File: src/rtl/alarm_controller.sv
// Alarm time register, match-edge detection and the arm/ring/snooze/timeout
// state machine feeding the buzzer and the status LEDs.
module alarm_controller #(
   parameter int HR_BITS     = 5,
   parameter int MIN_BITS    = 6,
   parameter int MAX_HR      = 23,
   parameter int MAX_MIN     = 59,
   parameter int SNOOZE_MIN  = 9,
   parameter int RING_MIN    = 5,
   parameter int MAX_SNOOZES = 3
) (
   input  logic                clk,
   input  logic                rst,
   input  logic [HR_BITS-1:0]  cur_hr,
   input  logic [MIN_BITS-1:0] cur_min,
   input  logic                min_tick,
   input  logic                alarm_en,
   input  logic                set_en,
   input  logic [HR_BITS-1:0]  set_hr,
   input  logic [MIN_BITS-1:0] set_min,
   input  logic                snooze,
   input  logic                stop,
   output logic                ring,
   output logic                snoozing,
   output logic                armed,
   output logic [HR_BITS-1:0]  alarm_hr,
   output logic [MIN_BITS-1:0] alarm_min,
   output logic [1:0]          snooze_left
);

   localparam int RC_W = (RING_MIN > 1) ? $clog2(RING_MIN) : 1;
   localparam int SC_W = (SNOOZE_MIN > 1) ? $clog2(SNOOZE_MIN) : 1;

   typedef enum logic [1:0] {IDLE, ARMED, RINGING, SNOOZE} state_t;

   state_t            state;
   logic              match_q;
   logic [RC_W-1:0]   ring_cnt;
   logic [SC_W-1:0]   snz_cnt;

   logic match;
   logic alarm_event;
   logic set_valid;
   logic set_match;

   assign match       = (cur_hr == alarm_hr) && (cur_min == alarm_min);
   assign alarm_event = match && !match_q;
   assign set_valid   = set_en && (set_hr <= HR_BITS'(MAX_HR)) && (set_min <= MIN_BITS'(MAX_MIN));
   assign set_match   = (cur_hr == set_hr) && (cur_min == set_min);

   always_ff @(posedge clk) begin
      if (rst) begin
         state       <= IDLE;
         ring        <= 1'b0;
         snoozing    <= 1'b0;
         armed       <= 1'b0;
         alarm_hr    <= '0;
         alarm_min   <= '0;
         snooze_left <= 2'(MAX_SNOOZES);
         match_q     <= 1'b1;
         ring_cnt    <= '0;
         snz_cnt     <= '0;
      end else begin
         // Seeding match_q from the new alarm time keeps a set-to-now from ringing.
         match_q <= set_valid ? set_match : match;
         if (set_valid) begin
            alarm_hr  <= set_hr;
            alarm_min <= set_min;
         end

         if (!alarm_en) begin
            state    <= IDLE;
            ring     <= 1'b0;
            snoozing <= 1'b0;
            armed    <= 1'b0;
         end else begin
            case (state)
               IDLE: begin
                  state <= ARMED;
                  armed <= 1'b1;
               end
               ARMED: begin
                  if (!stop && !set_valid && alarm_event) begin
                     state       <= RINGING;
                     ring        <= 1'b1;
                     ring_cnt    <= '0;
                     snooze_left <= 2'(MAX_SNOOZES);
                  end
               end
               RINGING: begin
                  if (stop) begin
                     state <= ARMED;
                     ring  <= 1'b0;
                  end else if (set_valid) begin
                     state       <= ARMED;
                     ring        <= 1'b0;
                     snooze_left <= 2'(MAX_SNOOZES);
                  end else if (snooze && (snooze_left != 2'd0)) begin
                     state       <= SNOOZE;
                     ring        <= 1'b0;
                     snoozing    <= 1'b1;
                     snz_cnt     <= '0;
                     snooze_left <= snooze_left - 2'd1;
                  end else if (min_tick) begin
                     if (ring_cnt == RC_W'(RING_MIN - 1)) begin
                        state <= ARMED;
                        ring  <= 1'b0;
                     end else begin
                        ring_cnt <= ring_cnt + RC_W'(1);
                     end
                  end
               end
               SNOOZE: begin
                  if (stop) begin
                     state    <= ARMED;
                     snoozing <= 1'b0;
                  end else if (set_valid) begin
                     state       <= ARMED;
                     snoozing    <= 1'b0;
                     snooze_left <= 2'(MAX_SNOOZES);
                  end else if (min_tick) begin
                     if (snz_cnt == SC_W'(SNOOZE_MIN - 1)) begin
                        state    <= RINGING;
                        snoozing <= 1'b0;
                        ring     <= 1'b1;
                        ring_cnt <= '0;
                     end else begin
                        snz_cnt <= snz_cnt + SC_W'(1);
                     end
                  end
               end
               default: begin
                  state    <= IDLE;
                  ring     <= 1'b0;
                  snoozing <= 1'b0;
                  armed    <= 1'b0;
               end
            endcase
         end
      end
   end

endmodule

File: config.mk
export PLATFORM = sky130hd
export DESIGN_NAME = alarm_controller
export DESIGN_NICKNAME = d
export VERILOG_FILES = /design/src/rtl/alarm_controller.sv
export SDC_FILE = /design/constraint.sdc
export NUM_CORES = 1
export LEC_CHECK = 0
export ABC_CLOCK_PERIOD_IN_PS = 2000
export BUFFER_PORTS_ARGS = -buffer_cell sky130_fd_sc_hd__buf_2
export CAP_MARGIN = 40
export CORE_MARGIN = 5
export CORE_UTILIZATION = 51
export CTS_CLUSTER_DIAMETER = 50
export DETAILED_ROUTE_END_ITERATION = 12
export MAX_ROUTING_LAYER = met4
export PLACE_DENSITY_LB_ADDON = 0.3
export SYNTH_ARGS = -nofsm -noshare
export SYNTH_HDL_FRONTEND = slang
export SYNTH_SLANG_ARGS = --single-unit
File: constraint.sdc
create_clock -name clk -period 2 [get_ports clk]
set_input_delay 0.3 -clock clk [delete_from_list [all_inputs] [get_ports clk]]
set_output_delay 0.3 -clock clk [all_outputs]
set_load 0.1 [all_outputs]
==> metrics.yaml, run 1 <==
asyncSetResetFlopFracSynth: 0
drive_above_1_share: 0.3222
initial_utilization: 0.5181
synth_area_leader_cell: "sky130_fd_sc_hd__dfxtp_1"
critical_path_arrival_ns: 2.11
port-buffer-count: 44
critPathMaxStageDelay_ns: 0.43
synth.cell_area_um2: 1543
drt_first_pass_iters: 4
post_synth.cell_area_avg_um2: 8.077
finish.net_count: 274
post_synth_fa_ha_maj_area_fraction: 0.04055
grt_first_pass_wirelength_um: 6534
cts_root_buffer: "sky130_fd_sc_hd__clkbuf_4"
crit_family: "simple AND/OR/NAND/NOR gates"
clk_pin_slew_ns: 0.15
antenna-diode-count: 0
place.detailed.instances: 268
finalInstanceArea_um2: 1901
synthXorXnorAreaFrac: 0.1249
synthMostInstantiatedCell: "sky130_fd_sc_hd__nand2_1"
routabilityCongestion: 0.9393
synth_cell_type_count: 42
route.antenna.remaining_nets: 0
start_kind: "register"
max_freq_mhz: 549.1
first_global_vias: 1485
instances_no_fill: 272
clock_insertion_delay_worst_skew_ns: 0.34
cap_viol_max_count: 0
crit_fanout: 7
timing.critical_path.cells: "inv_1 > ha_1 > nand3b_1 > a32o_1 > nand4_2 > or4_1 > a31oi_1"
synth_top_family_by_area: "simple AND/OR/NAND/NOR gates"
layout_setup_ws_ns: 0.1788
total_power_mw: 1.158
setup.worst_path.class: "register to register"
synth_top_area_frac: 0.3374
worst_path_max_delay_cell: "sky130_fd_sc_hd__or4_1"
rsz0062_at_grt: "no"
ys.flop_type: "sky130_fd_sc_hd__dfxtp_1"
global_route_congestion_overflow_total: 0
post-dp-hpwl_um: 3072
synth.top_cells.by_area: "sky130_fd_sc_hd__dfxtp_1 (34%), sky130_fd_sc_hd__xnor2_1 (11%), sky130_fd_sc_hd__nand2_1 (8.0%), sky130_fd_sc_hd__a21oi_1 (5.2%), sky130_fd_sc_hd__ha_1 (4.1%)"
remaining_drc_errors: 0
synth.yosys.warnings: 0
max-slew-margin-rel: 0.6719
syn-instance-count: 191
post_cts.repair.setup_buffers: 0
synth_seq_area_share: 0.3374
grt_max_degree: 19
cp_data_required_time_ns: 2.29
timing_worst_slew_pin_value_ns: 0.4955
grt_antenna_before_repair: 0
design.portCount: 45
timing_hold_violations_final: 0
min-delay-path-class: "input port to register"
timing.final.max_slew_violations: 0
tritoncts: "built"
timing.clock.skew_ns: 0.01059
post_dp_cell_area_um2: 1851
ys_ff_latch: 26
htree_num_levels: 1
fin_setup_tns_ns: 0
routedWlPerCell_um: 14.21
fillers: 269
wirelength_um: 3865
drt_iter0_drc: 118
finalCritPeriodShare: 0.9106
start_point_of_the_worst_min_delay_path: "set_min[1]"
outcome: "completed"
worstPathBufferInverterCount: 1
drt-vias-per-instance: 5.717
synth.area.mux_share: 0.01379
placement_rows: 20
die_y_um: 65
cts-buffers-inserted: 3
timing.critical_path.from: "snz_cnt[0]$_SDFFE_PP0P_"
die_w_um: 65
synth_simple_gate_area_share: 0.2579
groute.usage.overall: 0.1996
mappedNetlistNets: 225
dr_total_vias: 1555
vdd_ir_drop_max_v: 0.0003998
leakage_nw: 0.8110
synth_compound_area_frac: 0.1833
design.die.area_um2: 4225
synth_edf_count: 0
synthToLayoutAreaGrowth_pct: 23.20
finalSetupViolCount: 0
core_area_um2: 2978
fin_crit_ns: 1.821
minimum_setup_slack_after_placement_ns: 0.1633
ys_top_cells_by_count: "sky130_fd_sc_hd__nand2_1 (33), sky130_fd_sc_hd__dfxtp_1 (26), sky130_fd_sc_hd__xnor2_1 (19)"
cts_num_sinks: 26
worstReg2RegStart: "snz_cnt[0]$_SDFFE_PP0P_"
power_per_cell_area_nw_per_um2: 609.3
clockBufferDepth: 2
crit_path_end_kind: "register"
## layer usage
metal / vias to the layer above / part of all wire / track usage
met4: 0 / 0.018 / 0.06596
li1: 785 / - / -
met5: - / 0 / -
met3: 9 / 0.047 / 0.03640
met1: 719 / 0.47 / 0.2516
met2: 42 / 0.46 / 0.3218
## area by class of cell
class	instances	area, um2	share of cell area
Clock buffer	4	47.55	0.02502
Inverter	10	37.54	0.01975
Multi-Input combinational cell	148	959.7	0.5049
Sequential cell	26	541.8	0.2851
Tap cell	33	41.29	0.02172
Timing Repair Buffer	51	272.8	0.1435
## per-stage QoR
step / hold WS, ns / utilization
finish: 0.1825 / 0.6382
global placement: 0.4573 / 0.6214
CTS: 0.1871 / 0.6374
global route: 0.1794 / 0.6382
detailed placement: 0.4616 / 0.6214
floorplan: 0.4285 / -
## sequential cells by signal (all words and copies together) (netlist names)
| register | count |
|---|---|
| alarm_min | 6 |
| alarm_hr | 5 |
| snz_cnt | 4 |
| ring_cnt | 3 |
| snooze_left | 2 |
| state | 2 |
| armed | 1 |
| match_q | 1 |
| ring | 1 |
| snoozing | 1 |
## final timing paths
path / end / slack [ns] / cells after the start
min: alarm_min[1]$_SDFFE_PP0P_ / 0.18 / 3
min reg2reg: alarm_min[5]$_SDFFE_PP0P_ / 0.48 / 2
max reg2reg: snz_cnt[3]$_SDFFE_PP0P_ / 0.18 / 7
max: snz_cnt[3]$_SDFFE_PP0P_ / 0.18 / 7
## layout by cell type, fill, tap and decap left out, types with 7 or more instances in the layout
cell type / instances
sky130_fd_sc_hd__buf_2: 44
sky130_fd_sc_hd__nand2_1: 33
sky130_fd_sc_hd__xnor2_1: 19
sky130_fd_sc_hd__a21oi_1: 16
sky130_fd_sc_hd__dfxtp_1: 13
sky130_fd_sc_hd__dfxtp_2: 11
sky130_fd_sc_hd__inv_1: 10
sky130_fd_sc_hd__nor2_1: 10
sky130_fd_sc_hd__nand4_1: 9
sky130_fd_sc_hd__nand3_1: 7
sky130_fd_sc_hd__buf_4: 7
## worst reg2reg max path, cell delays in order (launching register included)
cell and delay [ns]:
sky130_fd_sc_hd__dfxtp_1 0.42, sky130_fd_sc_hd__inv_1 0.06, sky130_fd_sc_hd__ha_1 0.19, sky130_fd_sc_hd__nand3b_1 0.11, sky130_fd_sc_hd__a32o_1 0.20, sky130_fd_sc_hd__nand4_2 0.18, sky130_fd_sc_hd__or4_1 0.43, sky130_fd_sc_hd__a31oi_1 0.16
## cells by family (layout without fill, tap and decap cells)
logic type | after synthesis | after routing
xor+xnor | 22 | 22
flops | 26 | 26
simple gates | 79 | 79
mux | 2 | 2
buf+inv | 17 | 65
compound gates | 40 | 40
fa+ha+maj | 5 | 5
## timing repair
item | CTS | global route
hold buffers | 0 | 0
resized for setup | 0 | 1
setup endpoints to repair | 0 | 1
## power breakdown
| group | internal [mW] | switching (mW) | leakage (nW) |
|---|---|---|---|
| clock network | 0.153 | 0.170 | 0.0261 |
| logic | 0.0868 | 0.201 | 0.569 |
| registers | 0.534 | 0.0134 | 0.216 |
| total | 0.774 | 0.384 | 0.811 |
Note: power is estimated with default switching activity, not from simulation.
==> run 2: changes to the inputs <==
MAX_ROUTING_LAYER = unset   (was met4)
SKIP_CTS_REPAIR_TIMING = 1   (was unset)
==> metrics.yaml, run 2 (synthesized netlist as in run 1, its figures left out) <==
utilization: 0.6382
drt_first_pass_iters: 4
worst_path_max_delay_cell: "sky130_fd_sc_hd__or4_1"
timing_hold_violations_final: 0
seq_power_share: 0.473
vdd_ir_drop_max_v: 0.0004001
setup.worst_path.class: "register to register"
largest_register_ff_count: 6
remaining_drc_errors: 0
global_route_congestion_overflow_total: 0
wirelength_um: 3860
leakage_nw: 0.8110
htree_num_levels: 1
power_per_cell_area_nw_per_um2: 609.3
grt_first_pass_wirelength_um: 6534
comb_power_share: 0.248
design.portCount: 45
fraction_of_power_spent_switching_nets: 0.3315
critPathMaxStageDelay_ns: 0.43
cts_num_sinks: 26
tritoncts: "built"
core_area_um2: 2978
drt-vias-per-instance: 5.721
die_w_um: 65
routedWlPerCell_um: 14.19
placement_rows: 20
finalCritPeriodShare: 0.9106
grt_max_degree: 19
p_int_mw: 0.7741
port-buffer-count: 44
start_kind: "register"
dr_total_vias: 1556
cts-buffers-inserted: 3
min-delay-path-class: "input port to register"
final_common_cell: "sky130_fd_sc_hd__buf_2"
layout_top_registers: "alarm_min: 6 flops, alarm_hr: 5 flops, snz_cnt: 4 flops"
max_freq_mhz: 549.1
drive_above_1_share: 0.3222
timing_worst_slew_pin_value_ns: 0.4955
route.antenna.remaining_nets: 0
timing.clock.skew_ns: 0.01025
clock_insertion_delay_worst_skew_ns: 0.34
max-slew-margin-rel: 0.6719
cap_viol_max_count: 0
fin_setup_tns_ns: 0
routabilityCongestion: 0.9231
cts_root_buffer: "sky130_fd_sc_hd__clkbuf_4"
clockBufferDepth: 2
design.die.area_um2: 4225
rsz0062_at_grt: "no"
finalSetupViolCount: 0
finalInstanceArea_um2: 1901
synthToLayoutAreaGrowth_pct: 23.20
timing.final.max_slew_violations: 0
antenna-diode-count: 0
timing.critical_path.cells: "inv_1 > ha_1 > nand3b_1 > a32o_1 > nand4_2 > or4_1 > a31oi_1"
post-dp-hpwl_um: 3072
top_register: "alarm_min"
clk_pin_slew_ns: 0.15
power_switching_mw: 0.3839
crit_path_end_kind: "register"
power.clock.fraction: 0.279
drt_iter0_drc: 118
fin_crit_ns: 1.821
layout_common_cells: "sky130_fd_sc_hd__buf_2 (44), sky130_fd_sc_hd__nand2_1 (33), sky130_fd_sc_hd__xnor2_1 (19)"
critical_path_arrival_ns: 2.11
grt_antenna_before_repair: 0
first_global_vias: 1485
die_y_um: 65
crit_fanout: 7
outcome: "completed"
finish.net_count: 274
cp_data_required_time_ns: 2.29
groute.usage.overall: 0.1943
initial_utilization: 0.5181
post_dp_cell_area_um2: 1851
## run 2: layer usage
| layer | track usage | up-vias | wire (um) |
|---|---|---|---|
| met1 | 0.2463 | 720 | 1798 |
| li1 | - | 785 | - |
| met3 | 0.04506 | 9 | 213 |
| met2 | 0.3218 | 42 | 1778 |
| met4 | 0.06596 | 0 | 70 |
| met5 | 0 | - | 0 |
## run 2: power by group through the flow
stage | sequential, mW | combinational, mW | clock [mW]
global route | 0.550 | 0.307 | 0.348
detailed placement | 0.559 | 0.287 | 0
finish | 0.547 | 0.288 | 0.323
CTS | 0.547 | 0.288 | 0.326
global placement | 0.559 | 0.284 | 0
floorplan | 0.657 | 0.101 | 0
## run 2: path summary, 6_finish.rpt
kind                                                start                   endpoint  slack (ns)  cells past startpoint
worst min-delay path                           set_min[1]  alarm_min[1]$_SDFFE_PP0P_        0.18                      3
worst max-delay path              snz_cnt[0]$_SDFFE_PP0P_    snz_cnt[3]$_SDFFE_PP0P_        0.18                      7
worst max register to register    snz_cnt[0]$_SDFFE_PP0P_    snz_cnt[3]$_SDFFE_PP0P_        0.18                      7
worst min register to register  alarm_min[5]$_SDFFE_PP0P_  alarm_min[5]$_SDFFE_PP0P_        0.48                      2
## run 2: critical path, delay by kind of cell, from the launching register on
family	cells	cell delay, ns
fa+ha+maj	1	0.19
simple gates	3	0.72
buf+inv	1	0.06
flops	1	0.42
compound gates	2	0.36
## run 2: area by class of cell
cell class	count	area, um2
inverters	10	37.54
well taps	33	41.29
fillers	269	1077
clock buffers	4	47.55
multi-input cells	148	959.7
flip-flops and latches	26	541.8
repair buffers	51	272.8
## run 2: stage by stage
step	instances	power [mW]	hold slack [ns]	setup slack [ns]
detailed placement	268	0.8457	0.4616	0.1633
finish	272	1.158	0.1812	0.1788
global route	272	1.205	0.1794	0.01666
CTS	272	1.162	0.1871	0.1335
global placement	268	0.8432	0.4573	0.2200
floorplan	191	0.7579	0.4285	0.003752
==> run 3: changes to the inputs <==
REMOVE_ABC_BUFFERS = 1   (was unset)
==> metrics.yaml, run 3 (synthesized netlist as in run 1, its figures left out) <==
fraction_of_power_spent_switching_nets: 0.3180
timing.clock.skew_ns: 0.008811
dr_total_vias: 1583
grt_antenna_before_repair: 0
synthToLayoutAreaGrowth_pct: 23.52
seq_power_share: 0.453
routedWlPerCell_um: 14.47
met2_usage: 0.3410
final_common_cell: "sky130_fd_sc_hd__buf_2"
vdd_ir_drop_max_v: 0.0002827
cp_data_required_time_ns: 2.27
drt-vias-per-instance: 5.756
routabilityCongestion: 0.8409
layout_setup_ws_ns: 0.1810
power.clock.fraction: 0.307
finalCritPeriodShare: 0.9095
wirelength_um: 3978
post_dp_cell_area_um2: 1852
design.portCount: 45
tritoncts: "built"
drive_above_1_share: 0.2769
p_int_mw: 0.8255
crit_path_end_kind: "register"
setup.worst_path.class: "register to register"
placement_rows: 20
start_point_of_the_worst_min_delay_path: "set_hr[2]"
max_freq_mhz: 549.8
layout_top_registers: "alarm_min: 6 flops, alarm_hr: 5 flops, snz_cnt: 4 flops"
remaining_drc_errors: 0
worstReg2RegStart: "snooze_left[0]$_SDFFE_PP1P_"
place.detailed.instances: 271
finish.net_count: 277
fin_crit_ns: 1.819
hold_path_end: "alarm_hr[2]$_SDFFE_PP0P_"
met1_usage: 0.2331
first_global_vias: 1453
timing.critical_path.from: "snooze_left[0]$_SDFFE_PP1P_"
core_area_um2: 2978
clockBufferDepth: 2
antenna-diode-count: 0
clock_insertion_delay_worst_skew_ns: 0.34
reg2reg_to: "snz_cnt[0]$_SDFFE_PP0P_"
grt_busiest_layer: "met2"
outcome: "completed"
cts_root_buffer: "sky130_fd_sc_hd__clkbuf_4"
clk_pin_slew_ns: 0.15
top_register: "alarm_min"
cts_num_sinks: 26
route.antenna.remaining_nets: 0
instances_no_fill: 275
min-delay-path-class: "input port to register"
timing_hold_violations_final: 0
reg2reg_setup_slack_ns: 0.18
power_switching_mw: 0.3850
crit_fanout: 4
finalSetupViolCount: 0
minimum_setup_slack_after_placement_ns: 0.1815
die_y_um: 65
whs_path_depth: 3
largest_register_ff_count: 6
groute.usage.overall: 0.1917
htree_num_levels: 1
layout_common_cells: "sky130_fd_sc_hd__buf_2 (44), sky130_fd_sc_hd__nand2_1 (33), sky130_fd_sc_hd__dfxtp_1 (25)"
port-buffer-count: 44
utilization: 0.6399
post-dp-hpwl_um: 3147
leakage_nw: 0.8210
power_per_cell_area_nw_per_um2: 635.2
grt_max_degree: 20
die_w_um: 65
initial_utilization: 0.5181
met3_usage: 0.02773
cap_viol_max_count: 0
cts-buffers-inserted: 3
timing_worst_slew_pin_value_ns: 0.4900
timing.final.max_slew_violations: 0
comb_power_share: 0.240
drt_first_pass_iters: 4
reg2regPathDepth: 8
max-slew-margin-rel: 0.6756
global_route_congestion_overflow_total: 0
fin_hold_ws_ns: 0.1981
start_kind: "register"
drt_iter0_drc: 91
grt_first_pass_wirelength_um: 6403
design.die.area_um2: 4225
finalInstanceArea_um2: 1906
rsz0062_at_grt: "no"
critical_path_arrival_ns: 2.09
run 3: changes by cell type in the layout (fill, tap and decap cells not counted):
cell,delta
sky130_fd_sc_hd__buf_4,+3
sky130_fd_sc_hd__nor2b_1,+1
sky130_fd_sc_hd__dfxtp_4,-2
sky130_fd_sc_hd__dfxtp_2,-10
sky130_fd_sc_hd__dfxtp_1,+12
sky130_fd_sc_hd__bufinv_16,+1
sky130_fd_sc_hd__nor2b_2,-1
sky130_fd_sc_hd__clkbuf_16,-1
run 3: power groups by stage:
stage	Clock [mW]	Combinational (mW)	Sequential [mW]
after detailed placement	0	0.289	0.560
after floorplan	0	0.0919	0.658
final	0.371	0.290	0.549
after global placement	0	0.286	0.560
after global routing	0.395	0.307	0.552
after CTS	0.378	0.290	0.549
run 3: metal layers:
metal  vias to the layer above  share of wire
met5                         -              0
met4                         0          0.017
met3                         9          0.073
met2                        67           0.48
met1                       721           0.43
li1                        786              -
run 3: per-stage QoR:
step                total power, mW  setup TNS, ns
floorplan                    0.7496         -3.656
global placement             0.8452              0
detailed placement           0.8490              0
CTS                           1.217              0
global route                  1.254              0
finish                        1.210              0
run 3: how the worst max path moves through the flow:
stage          slack (ns)                 endpoint
2_1_floorplan       -0.48  snz_cnt[3]$_SDFFE_PP0P_
3_3_place_gp         0.17  snz_cnt[0]$_SDFFE_PP0P_
3_5_place_dp         0.18  snz_cnt[0]$_SDFFE_PP0P_
4_1_cts              0.14  snz_cnt[0]$_SDFFE_PP0P_
5_1_grt              0.05  snz_cnt[0]$_SDFFE_PP0P_
6_report             0.18  snz_cnt[0]$_SDFFE_PP0P_
run 3: layout make-up:
cell class                      instances  area (um2)
Clock buffer                            3       22.52
Clock inverter                          1       30.03
Fill cell                             277        1072
Inverter                               10       37.54
Multi-Input combinational cell        148       957.2
Sequential cell                        26       521.8
Tap cell                               33       41.29
Timing Repair Buffer                   54       295.3
run 3: worst max-delay path, stage by stage (launching register included):
cell,delay (ns)
sky130_fd_sc_hd__dfxtp_2,0.39
sky130_fd_sc_hd__inv_1,0.07
sky130_fd_sc_hd__ha_1,0.20
sky130_fd_sc_hd__nor2b_1,0.17
sky130_fd_sc_hd__a32o_1,0.18
sky130_fd_sc_hd__nand4_2,0.15
sky130_fd_sc_hd__buf_4,0.18
sky130_fd_sc_hd__or3_1,0.30
sky130_fd_sc_hd__a21oi_1,0.13
